`src/rtl/mcc_pkg.sv`:
```
// ============================================================================
// Module      : mcc_pkg
// Description : Shared opcode/state encodings for the multicycle controller.
// Revision    : 1.0 - initial release
// ============================================================================
`default_nettype none

package mcc_pkg;

    localparam int OP_W = 2;

    typedef enum logic [OP_W-1:0] {
        OP_ADD  = 2'b00,
        OP_SUB  = 2'b01,
        OP_JMP  = 2'b10,
        OP_HALT = 2'b11
    } opcode_t;

    typedef enum logic [2:0] {
        ST_IDLE      = 3'd0,
        ST_FETCH     = 3'd1,
        ST_DECODE    = 3'd2,
        ST_EXECUTE   = 3'd3,
        ST_WRITEBACK = 3'd4,
        ST_HALT      = 3'd5
    } state_t;

endpackage

`default_nettype wire

```
`src/rtl/mcc_decode.sv`:
```
// ============================================================================
// Module      : mcc_decode
// Description : Splits the instruction register into opcode, register select
//               and immediate fields. Purely combinational.
// Revision    : 1.0 - initial release
// ============================================================================
`default_nettype none

module mcc_decode
    import mcc_pkg::*;
#(
    parameter int  RSEL_W  = 1,
    parameter int  IMM_W   = 2,
    localparam int INSTR_W = OP_W + RSEL_W + IMM_W
)(
    input  logic [INSTR_W-1:0] i_ir,
    output logic [OP_W-1:0]    o_opcode,
    output logic [RSEL_W-1:0]  o_rsel,
    output logic [IMM_W-1:0]   o_imm
);

    // Opcode occupies the top bits, register select sits just above the immediate
    assign o_opcode = i_ir[INSTR_W-1 -: OP_W];
    assign o_rsel   = i_ir[IMM_W +: RSEL_W];
    assign o_imm    = i_ir[IMM_W-1:0];

endmodule

`default_nettype wire

```
`src/rtl/multicycle_ctrl.sv`:
```
// ============================================================================
// Module      : multicycle_ctrl
// Description : Four-phase (fetch/decode/execute/writeback) controller for a
//               tiny ADD/SUB/JMP/HALT instruction set with external
//               instruction memory and register file.
// Revision    : 1.0 - initial release
// ============================================================================
`default_nettype none

module multicycle_ctrl
    import mcc_pkg::*;
#(
    parameter int  DATA_W  = 4,
    parameter int  NREGS   = 2,
    parameter int  PC_W    = 4,
    parameter int  IMM_W   = 2,
    localparam int RSEL_W  = (NREGS > 1) ? $clog2(NREGS) : 1,
    localparam int INSTR_W = OP_W + RSEL_W + IMM_W
)(
    input  logic               clk,
    input  logic               rst,
    input  logic               run,
    output logic               imem_req,
    output logic [PC_W-1:0]    imem_addr,
    input  logic [INSTR_W-1:0] imem_rdata,
    input  logic               imem_valid,
    output logic [RSEL_W-1:0]  rf_raddr,
    input  logic [DATA_W-1:0]  rf_rdata,
    output logic               rf_we,
    output logic [RSEL_W-1:0]  rf_waddr,
    output logic [DATA_W-1:0]  rf_wdata,
    output logic               carry,
    output logic               halted,
    output logic [2:0]         state_o
);

    state_t              r_state;
    state_t              w_next_state;
    logic [PC_W-1:0]     r_pc;
    logic [INSTR_W-1:0]  r_ir;
    logic [DATA_W-1:0]   r_operand;
    logic [DATA_W-1:0]   r_result;
    logic                r_carry;

    logic [OP_W-1:0]     w_op_bits;
    opcode_t             w_opcode;
    logic [RSEL_W-1:0]   w_rsel;
    logic [IMM_W-1:0]    w_imm;
    logic                w_is_alu;
    logic [DATA_W:0]     w_imm_ext;
    logic [DATA_W:0]     w_sum;
    logic [DATA_W:0]     w_diff;
    logic [PC_W-1:0]     w_jmp_pc;

    mcc_decode #(
        .RSEL_W (RSEL_W),
        .IMM_W  (IMM_W)
    ) u_decode (
        .i_ir     (r_ir),
        .o_opcode (w_op_bits),
        .o_rsel   (w_rsel),
        .o_imm    (w_imm)
    );

    assign w_opcode = opcode_t'(w_op_bits);
    assign w_is_alu = (w_opcode == OP_ADD) || (w_opcode == OP_SUB);

    // Immediate widened to the DATA_W+1 arithmetic width (zero-extend or truncate)
    generate
        if (IMM_W <= DATA_W) begin : g_imm_zext
            assign w_imm_ext = {{(DATA_W + 1 - IMM_W){1'b0}}, w_imm};
        end else begin : g_imm_trunc
            assign w_imm_ext = w_imm[DATA_W:0];
        end
    endgenerate

    // Jump target sized to the program counter (zero-extend or truncate)
    generate
        if (IMM_W < PC_W) begin : g_pc_zext
            assign w_jmp_pc = {{(PC_W - IMM_W){1'b0}}, w_imm};
        end else begin : g_pc_trunc
            assign w_jmp_pc = w_imm[PC_W-1:0];
        end
    endgenerate

    // Top bit of the difference is the borrow: set exactly when operand < imm
    assign w_sum  = {1'b0, r_operand} + w_imm_ext;
    assign w_diff = {1'b0, r_operand} - w_imm_ext;

    assign imem_addr = r_pc;
    assign rf_raddr  = w_rsel;
    assign rf_waddr  = w_rsel;
    assign rf_wdata  = r_result;
    assign carry     = r_carry;
    assign state_o   = r_state;

    // State register
    always_ff @(posedge clk or negedge rst) begin
        if (!rst) begin
            r_state <= ST_IDLE;
        end else begin
            r_state <= w_next_state;
        end
    end

    // Next-state and strobe decode; strobes depend only on registered state/IR
    always_comb begin
        w_next_state = r_state;
        imem_req     = 1'b0;
        rf_we        = 1'b0;
        halted       = 1'b0;
        case (r_state)
            ST_IDLE: begin
                if (run) begin
                    w_next_state = ST_FETCH;
                end
            end
            ST_FETCH: begin
                imem_req = 1'b1;
                if (imem_valid) begin
                    w_next_state = ST_DECODE;
                end
            end
            ST_DECODE: begin
                w_next_state = ST_EXECUTE;
            end
            ST_EXECUTE: begin
                w_next_state = (w_opcode == OP_HALT) ? ST_HALT : ST_WRITEBACK;
            end
            ST_WRITEBACK: begin
                rf_we        = w_is_alu;
                w_next_state = ST_FETCH;
            end
            ST_HALT: begin
                halted = 1'b1;
            end
            default: begin
                w_next_state = ST_IDLE;
            end
        endcase
    end

    // Datapath registers: IR, operand, result/carry and program counter
    always_ff @(posedge clk or negedge rst) begin
        if (!rst) begin
            r_pc      <= '0;
            r_ir      <= '0;
            r_operand <= '0;
            r_result  <= '0;
            r_carry   <= 1'b0;
        end else begin
            case (r_state)
                ST_FETCH: begin
                    if (imem_valid) begin
                        r_ir <= imem_rdata;
                    end
                end
                ST_DECODE: begin
                    r_operand <= rf_rdata;
                end
                ST_EXECUTE: begin
                    // JMP and HALT leave the carry flag untouched
                    if (w_opcode == OP_ADD) begin
                        r_result <= w_sum[DATA_W-1:0];
                        r_carry  <= w_sum[DATA_W];
                    end else if (w_opcode == OP_SUB) begin
                        r_result <= w_diff[DATA_W-1:0];
                        r_carry  <= w_diff[DATA_W];
                    end
                end
                ST_WRITEBACK: begin
                    if (w_is_alu) begin
                        r_pc <= r_pc + PC_W'(1);
                    end else begin
                        r_pc <= w_jmp_pc;
                    end
                end
                default: begin
                end
            endcase
        end
    end

endmodule

`default_nettype wire

```
`config.mk`:
```
export PLATFORM = sky130hd
export DESIGN_NAME = multicycle_ctrl
export DESIGN_NICKNAME = d
export VERILOG_FILES = /design/src/rtl/mcc_pkg.sv /design/src/rtl/mcc_decode.sv /design/src/rtl/multicycle_ctrl.sv
export SDC_FILE = /design/constraint.sdc
export NUM_CORES = 1
export LEC_CHECK = 0
export BUFFER_PORTS_ARGS = -buffer_cell sky130_fd_sc_hd__buf_2
export CAP_MARGIN = 30
export CORE_UTILIZATION = 51
export DETAILED_ROUTE_END_ITERATION = 8
export PLACE_DENSITY = 0.81
export SYNTH_ARGS = -nofsm -noshare
export SYNTH_HDL_FRONTEND = slang
export SYNTH_HIERARCHICAL = 1
export SYNTH_SLANG_ARGS = --single-unit
```
`constraint.sdc`:
```
create_clock -name clk -period 2.1 [get_ports clk]
set_clock_uncertainty 0.05 [all_clocks]
set_input_delay 0.315 -clock clk [delete_from_list [all_inputs] [get_ports clk]]
set_output_delay 0.315 -clock clk [all_outputs]
set_load 0.005 [all_outputs]
```
==> results of run 1 <==
==> stage by stage <==
step                      cells  utilization  setup WS (ns)  total power, mW
final                       166        0.608          0.106             2.01
after global routing        166        0.608         0.0263             2.19
after CTS                   166        0.608         0.0990             2.01
after detailed placement    161        0.591          0.235             1.81
after global placement      161        0.591          0.293             1.72
after floorplan             114            -          0.254             1.55
==> worst reg2reg max path: stages, from the launching register on <==
cell,delay [ns]
sky130_fd_sc_hd__dfrtp_1,0.46
sky130_fd_sc_hd__ha_1,0.34
sky130_fd_sc_hd__nor2b_1,0.14
sky130_fd_sc_hd__or4_4,0.41
sky130_fd_sc_hd__and3_1,0.18
sky130_fd_sc_hd__a211o_1,0.21
==> cell usage after synthesis (2+ instances only) <==
cell | instances | area share
sky130_fd_sc_hd__a21oi_1 | 5 | 0.021
sky130_fd_sc_hd__a31oi_1 | 2 | 0.011
sky130_fd_sc_hd__and2_1 | 2 | 0.011
sky130_fd_sc_hd__buf_2 | 5 | 0.021
sky130_fd_sc_hd__buf_4 | 6 | 0.038
sky130_fd_sc_hd__dfrtp_1 | 21 | 0.45
sky130_fd_sc_hd__fa_1 | 2 | 0.034
sky130_fd_sc_hd__ha_1 | 5 | 0.053
sky130_fd_sc_hd__inv_1 | 5 | 0.016
sky130_fd_sc_hd__mux2_2 | 6 | 0.057
sky130_fd_sc_hd__mux2i_1 | 3 | 0.026
sky130_fd_sc_hd__nand2_1 | 11 | 0.035
sky130_fd_sc_hd__nor2_1 | 5 | 0.016
sky130_fd_sc_hd__nor2b_1 | 2 | 0.011
sky130_fd_sc_hd__nor3b_1 | 3 | 0.019
sky130_fd_sc_hd__o21ai_0 | 11 | 0.047
sky130_fd_sc_hd__xor2_1 | 2 | 0.015
==> registers in the layout, indices dropped and copies added (netlist names) <==
name and count:
r_operand 4, state_o 3, r_ir 5, imem_addr 4, carry 1, rf_wdata 4
==> layout make-up <==
cell class | instances | area, um^2 | area share
clock buffers | 3 | 22.5 | 0.0169
clock inverters | 1 | 5.00 | 0.00376
inverters | 5 | 18.8 | 0.0141
multi-input cells | 75 | 548 | 0.411
flip-flops and latches | 21 | 526 | 0.394
well taps | 28 | 35.0 | 0.0263
repair buffers | 33 | 178 | 0.133
==> layer usage <==
layer	routed length, um	vias up	track usage
li1	-	432	-
met1	1010	422	0.260
met2	1170	23	0.336
met3	68	5	0.0340
met4	44	0	0.143
met5	0	-	0
==> worst max-delay path by stage <==
stage / from / end / slack [ns] / depth (start not counted)
CTS: state_o[2]$_DFFE_PN0P_ / rf_we / 0.1 / 3
detailed placement: r_operand[1]$_DFFE_PN0P_ / rf_wdata[3]$_DFFE_PN0P_ / 0.24 / 5
finish: state_o[1]$_DFFE_PN0P_ / rf_we / 0.11 / 3
global placement: r_operand[1]$_DFFE_PN0P_ / rf_wdata[3]$_DFFE_PN0P_ / 0.29 / 5
floorplan: r_ir[1]$_DFFE_PN0P_ / rf_wdata[3]$_DFFE_PN0P_ / 0.25 / 7
global route: state_o[1]$_DFFE_PN0P_ / rf_we / 0.03 / 3
==> report_power, final <==
part	internal (mW)	leakage (nW)	switching (mW)
Sequential	0.594	0.252	0.242
Clock	0.0713	0.0177	0.133
Combinational	0.512	0.377	0.457
Total	1.18	0.646	0.832
==> kinds of logic after synthesis <==
family	share of synthesized area
AOI/OAI and AO/OA	0.104
and+or+nand+nor	0.176
adders and majority gates	0.0871
DFF	0.446
muxes	0.0829
xor gates and xnor gates	0.0149
buffers and inverters	0.0882
==> timing repair <==
action | CTS | global route
setup buffers | 0 | 0
endpoints found under the setup margin | 0 | 0
hold endpoints to repair | 21 | 0
hold buffers | 1 | 0
==> metrics.csv, run 1 <==
stage,metric,value,unit
status,run_status,"complete, no violations",
setup_path,r2r_slack,0.21,ns
timing,max_slew_margin,0.690,
drt,drt_first_pass_iters,4,
timing,holdWs,0.149,ns
cts,cts-buffers-inserted,3,
setup_path,cpMaxStageDelayCell,sky130_fd_sc_hd__or3b_1,
drt,post-route-drc-count,0,
drt,drt-total-wl,2290,um
floorplan,floorplan.io_pins,30,
synth,synth.yosys.seq_area_share,0.446,
timing,post-route-min-period,1.99,ns
cts,clk-insertion-delay-late,0.31,ns
floorplan,placement_rows,17,
setup_path,critical_path_arrival,1.63,ns
cts,clk_pin_slew_worst_paths,0.13,ns
floorplan,start_util,0.537,
setup_path,critical_path.n_buffers_inverters,1,
global_route,grt_first_pass_wirelength,3860,um
setup_path,crit_required,1.74,ns
placed_design,portBuffers,29,
synth,postSynth.asyncResetShare,1.00,
cts,tritoncts,done,
synth,synthDistinctLibCells,35,
global_route,grt_usage,0.211,
min_path,hold_path.startpoint,rf_rdata[0],
final_layout,antenna_diode_count,0,
synth,number_of_warnings_printed_during_yosys_synthesis,6,
placed_design,postPlaceCellArea,1290,um^2
synth,ff_latch_count_synth,21,
cts,cts_sinks,21,
setup_path,crit_path_start_kind,register,
power_and_ir_drop,p_leak,0.646,nW
setup_path,highest_net_fanout_along_the_worst_path,13,
synth,synth.avg_cell_area,10.3,um^2
final_layout,final_net_count,159,
synth,netlist_instances,114,
synth,synth_enable_flop_cells,0,
timing,layout_worst_path_cycle_share,0.950,
drt,viasPerCell,5.31,
final_layout,layout.cell_area.non_filler,1330,um^2
placed_design,place_congestion,0.791,
global_route,grt_antenna_before_repair,0,
global_route,grt_start_max_net_pins,22,
drt,overall_via_count_from_detail_route,882,
cts,cts_max_path_buffers,2,
timing,slew_viol_final,0,
cts,htree_levels,1,
setup_path,r2r.worst_path.cells,5,
setup_path,critical_path.endpoint_type,output port,
setup_path,timing.critical_path.cells,or3b_1 -> nor2_1 -> buf_2,
floorplan,floorplan.core_area,2190,um^2
floorplan,fp.dieH,50.0,um
placed_design,detailedPlacementHpwl,1720,um
global_route,globalRoute.totalOverflow,0,
setup_path,crit-reg2reg-launch,r_operand[1]$_DFFE_PN0P_,
timing,finalHoldViolCount,0,
synth,mappedNetlistNets,134,
final_layout,final_layout_size_suffix_gt1_frac,0.326,
setup_path,max_stage_delay,0.55,ns
final_layout,area_growth,13.2,%
floorplan,dieWidth,50.0,um
setup_path,r2r_path_end,rf_wdata[3]$_DFFE_PN0P_,
drt,final_antenna_net_count,0,
timing,max_freq,501,MHz
synth,syn_area,1180,um^2
final_layout,most_used_cells_in_the_layout_excluding_fill_and_tap_cells,"sky130_fd_sc_hd__buf_2 (29), sky130_fd_sc_hd__dfrtp_1 (21), sky130_fd_sc_hd__nand2_1 (11), sky130_fd_sc_hd__o21ai_0 (11), sky130_fd_sc_hd__mux2_2 (6)",
drt,detailedRoute.firstIterationViolations,12,
synth,synth_top_flop_cell,sky130_fd_sc_hd__dfrtp_1,
cts,post_cts_resized,0,
global_route,grt_pass1_vias,882,
final_layout,layout.cells.most_common,sky130_fd_sc_hd__buf_2,
setup_path,critical-path-top-delay-family,simple AND/OR/NAND/NOR gates,
drt,wl_per_cell,13.8,um
power_and_ir_drop,power-per-cell-area,1510,nW/um^2
power_and_ir_drop,vdd_ir_drop_max,0.807,mV
timing,setup_viol_count_final,0,
min_path,timing.hold.worst_path_depth,3,
timing,worstMarginPinSlew,0.465,ns
flow_run,max_cap_violations,0,
timing,tns,0,ns
setup_path,critical_setup_path_kind,reg2out,
floorplan,die_area,2500,um^2
min_path,worstHoldPathType,in2reg,
cts,cts.root.buffer_cell,sky130_fd_sc_hd__clkbuf_4,
timing,rsz0062_at_grt,no,
min_path,hold_path_end,r_operand[0]$_DFFE_PN0P_,
final_layout,n_fill_cell,206,
(Power assumes the default switching activity.)
==> run 2, diff against run 1 <==
--- a/constraint.sdc
+++ b/constraint.sdc
@@ -4,2 +4,2 @@
 set_output_delay 0.315 -clock clk [all_outputs]
-set_load 0.005 [all_outputs]
+set_load 0.02 [all_outputs]
==> run 2 against run 1 <==
Sequential share of layout area increased by 0.21 points. Fmax increased by 2.2%. Non-clock buffer count decreased by 1. Total power increased by 6.1%. Combinational power increased by 12%. Register-to-register slack about the same. Global-route usage decreased by 2.0 points. Sequential power increased by 1%. Setup slack improved by 0.043 ns. Via count decreased by 1.6%. Critical path depth unchanged.
==> metrics.csv, run 2 (synthesized netlist as in run 1, its figures left out) <==
stage,metric,value,unit,change
setup_path,critical_path_arrival,1.59,ns,-0.04 ns
setup_path,crit_path_start_kind,register,,
final_layout,final_net_count,158,,-0.63%
final_layout,layout.cells.most_common,sky130_fd_sc_hd__buf_2,,
floorplan,floorplan.io_pins,30,,unchanged
floorplan,dieWidth,50.0,um,unchanged
timing,rsz0062_at_grt,no,,
cts,cts-buffers-inserted,3,,unchanged
cts,clk-insertion-delay-late,0.31,ns,about the same
power_and_ir_drop,totalPowerFinal,2.13,mW,+6.1%
power_and_ir_drop,power_frac_comb,0.513,,+0.031
floorplan,fp.dieH,50.0,um,unchanged
final_layout,top_register,r_ir,,
global_route,grt_first_pass_wirelength,3430,um,-11%
cts,cts_sinks,21,,unchanged
setup_path,critical_path.endpoint_type,output port,,
placed_design,portBuffers,29,,unchanged
min_path,hold_path.startpoint,rf_rdata[1],,
timing,slew_viol_final,0,,unchanged
cts,clk_pin_slew_worst_paths,0.12,ns,about the same
timing,final.setup.worst_slack,0.149,ns,+0.0428 ns
placed_design,place_congestion,0.851,,+7.5%
final_layout,antenna_diode_count,0,,unchanged
setup_path,critical_setup_path_kind,reg2out,,
placed_design,detailedPlacementHpwl,1580,um,-8.0%
placed_design,placement.setup.worst_slack,0.234,ns,-0.000929 ns
global_route,globalRoute.totalOverflow,0,,unchanged
final_layout,most_used_cells_in_the_layout_excluding_fill_and_tap_cells,"sky130_fd_sc_hd__buf_2 (29), sky130_fd_sc_hd__dfrtp_1 (20), sky130_fd_sc_hd__nand2_1 (11), sky130_fd_sc_hd__o21ai_0 (11), sky130_fd_sc_hd__mux2_2 (6)",,
setup_path,setup.worst_path.start,state_o[1]$_DFFE_PN0P_,,
status,run_status,"complete, no violations",,
setup_path,critical-path-top-delay-family,simple AND/OR/NAND/NOR gates,,
drt,wl_met3,81,um,+19%
setup_path,max_stage_delay,0.53,ns,-0.02 ns
timing,max_freq,512,MHz,+2.2%
power_and_ir_drop,p_leak,0.642,nW,-0.70%
cts,tritoncts,done,,
drt,detailedRoute.firstIterationViolations,5,,-7
drt,wl_per_cell,12.5,um,-9.3%
timing,tns,0,ns,unchanged
final_layout,final_core_utilization,0.607,,-0.00171
power_and_ir_drop,p_sw,0.960,mW,+15%
timing,setup_viol_count_final,0,,unchanged
power_and_ir_drop,p_seq_frac,0.396,,-0.020
final_layout,layout.cells.non_filler,165,,-0.60%
drt,viasPerCell,5.26,,-0.99%
final_layout,area_growth,12.9,%,
timing,finalHoldViolCount,0,,unchanged
drt,overall_via_count_from_detail_route,868,,-1.6%
drt,met2_wirelength,1020,um,-13%
placed_design,dp_cells,160,,-0.62%
drt,m1WireLength,912,um,-9.6%
timing,post-route-min-period,1.95,ns,-0.0428 ns
power_and_ir_drop,power-per-cell-area,1610,nW/um^2,+6.4%
global_route,grt_usage,0.191,,-0.0203
power_and_ir_drop,sw_frac_of_total,0.450,,+0.0356
drt,post-route-drc-count,0,,unchanged
placed_design,postPlaceCellArea,1290,um^2,-0.58%
flow_run,max_cap_violations,0,,unchanged
timing,max_slew_margin,0.697,,+0.00756
timing,worstMarginPinSlew,0.454,ns,-0.0113 ns
cts,cts.root.buffer_cell,sky130_fd_sc_hd__clkbuf_4,,
drt,drt-total-wl,2060,um,-9.8%
setup_path,crit_required,1.74,ns,about the same
timing,layout_worst_path_cycle_share,0.929,,-0.0204
setup_path,cpMaxStageDelayCell,sky130_fd_sc_hd__dfrtp_1,,
floorplan,placement_rows,17,,unchanged
setup_path,critical_path.n_buffers_inverters,1,,unchanged
setup_path,crit-reg2reg-launch,r_operand[1]$_DFFE_PN0P_,,
power_and_ir_drop,power_report.internal_total,1.17,mW,-0.32%
floorplan,die_area,2500,um^2,unchanged
drt,top_layer_used,met4,,
power_and_ir_drop,vdd_ir_drop_max,0.865,mV,+7.2%
final_layout,largest_register_ffs,5,,unchanged
global_route,grt_antenna_before_repair,0,,unchanged
min_path,worstHoldPathType,in2reg,,
power_and_ir_drop,p_clk_frac,0.092,,-0.010
final_layout,final_layout_size_suffix_gt1_frac,0.336,,+0.00968
timing,holdWs,0.152,ns,+0.00328 ns
cts,cts_max_path_buffers,2,,unchanged
final_layout,layout.cell_area.non_filler,1330,um^2,-0.28%
floorplan,start_util,0.537,,unchanged
global_route,grt_pass1_vias,798,,-9.5%
setup_path,timing.critical_path.cells,or3b_4 -> nor2_1 -> buf_2,,
setup_path,highest_net_fanout_along_the_worst_path,13,,unchanged
drt,drt_first_pass_iters,4,,unchanged
floorplan,floorplan.core_area,2190,um^2,unchanged
drt,final_antenna_net_count,0,,unchanged
global_route,grt_start_max_net_pins,22,,unchanged
cts,htree_levels,1,,unchanged
==> run 2: final timing paths <==
kind / end / slack [ns] / depth (start not counted)
setup / recovery: rf_we / 0.15 / 3
hold / removal: r_operand[1]$_DFFE_PN0P_ / 0.15 / 3
setup reg to reg: rf_wdata[3]$_DFFE_PN0P_ / 0.22 / 5
hold reg to reg: carry$_DFFE_PN0P_ / 0.43 / 2
max in group asynchronous: state_o[2]$_DFFE_PN0P_ / 1.25 / 2
min in group asynchronous: carry$_DFFE_PN0P_ / 0.41 / 2
==> run 2: power groups by stage <==
stage,logic (mW),registers (mW),clock network [mW]
2_1_floorplan,0.870,0.847,0
3_3_place_gp,1.04,0.836,0
3_5_place_dp,1.09,0.852,0
4_1_cts,1.10,0.841,0.210
5_1_grt,1.21,0.878,0.228
6_report,1.09,0.844,0.195
==> run 2: final cells by class <==
type | instances | area [um^2]
clock buffers | 3 | 22.5
clock inverters | 1 | 5.00
flip-flops and latches | 21 | 527
inverters | 5 | 18.8
repair buffers | 32 | 170
well taps | 28 | 35.0
fillers | 205 | 862
multi-input cells | 75 | 551
==> run 2: timing repair <==
action	in CTS	in global routing
hold buffers	1	0
setup buffers	0	0
endpoints found under the hold margin	21	0
gates resized for setup	0	2
setup endpoints to repair	0	1
==> run 2: layer usage <==
layer	global-route usage	vias up
met3	0.0432	6
li1	-	431
met1	0.225	409
met5	0	-
met2	0.307	22
met4	0.129	0
==> run 2: tightest hold or removal path: stages <==
cell,delay (ns)
sky130_fd_sc_hd__buf_2,0.08
sky130_fd_sc_hd__nand2_1,0.04
sky130_fd_sc_hd__o21ai_0,0.06
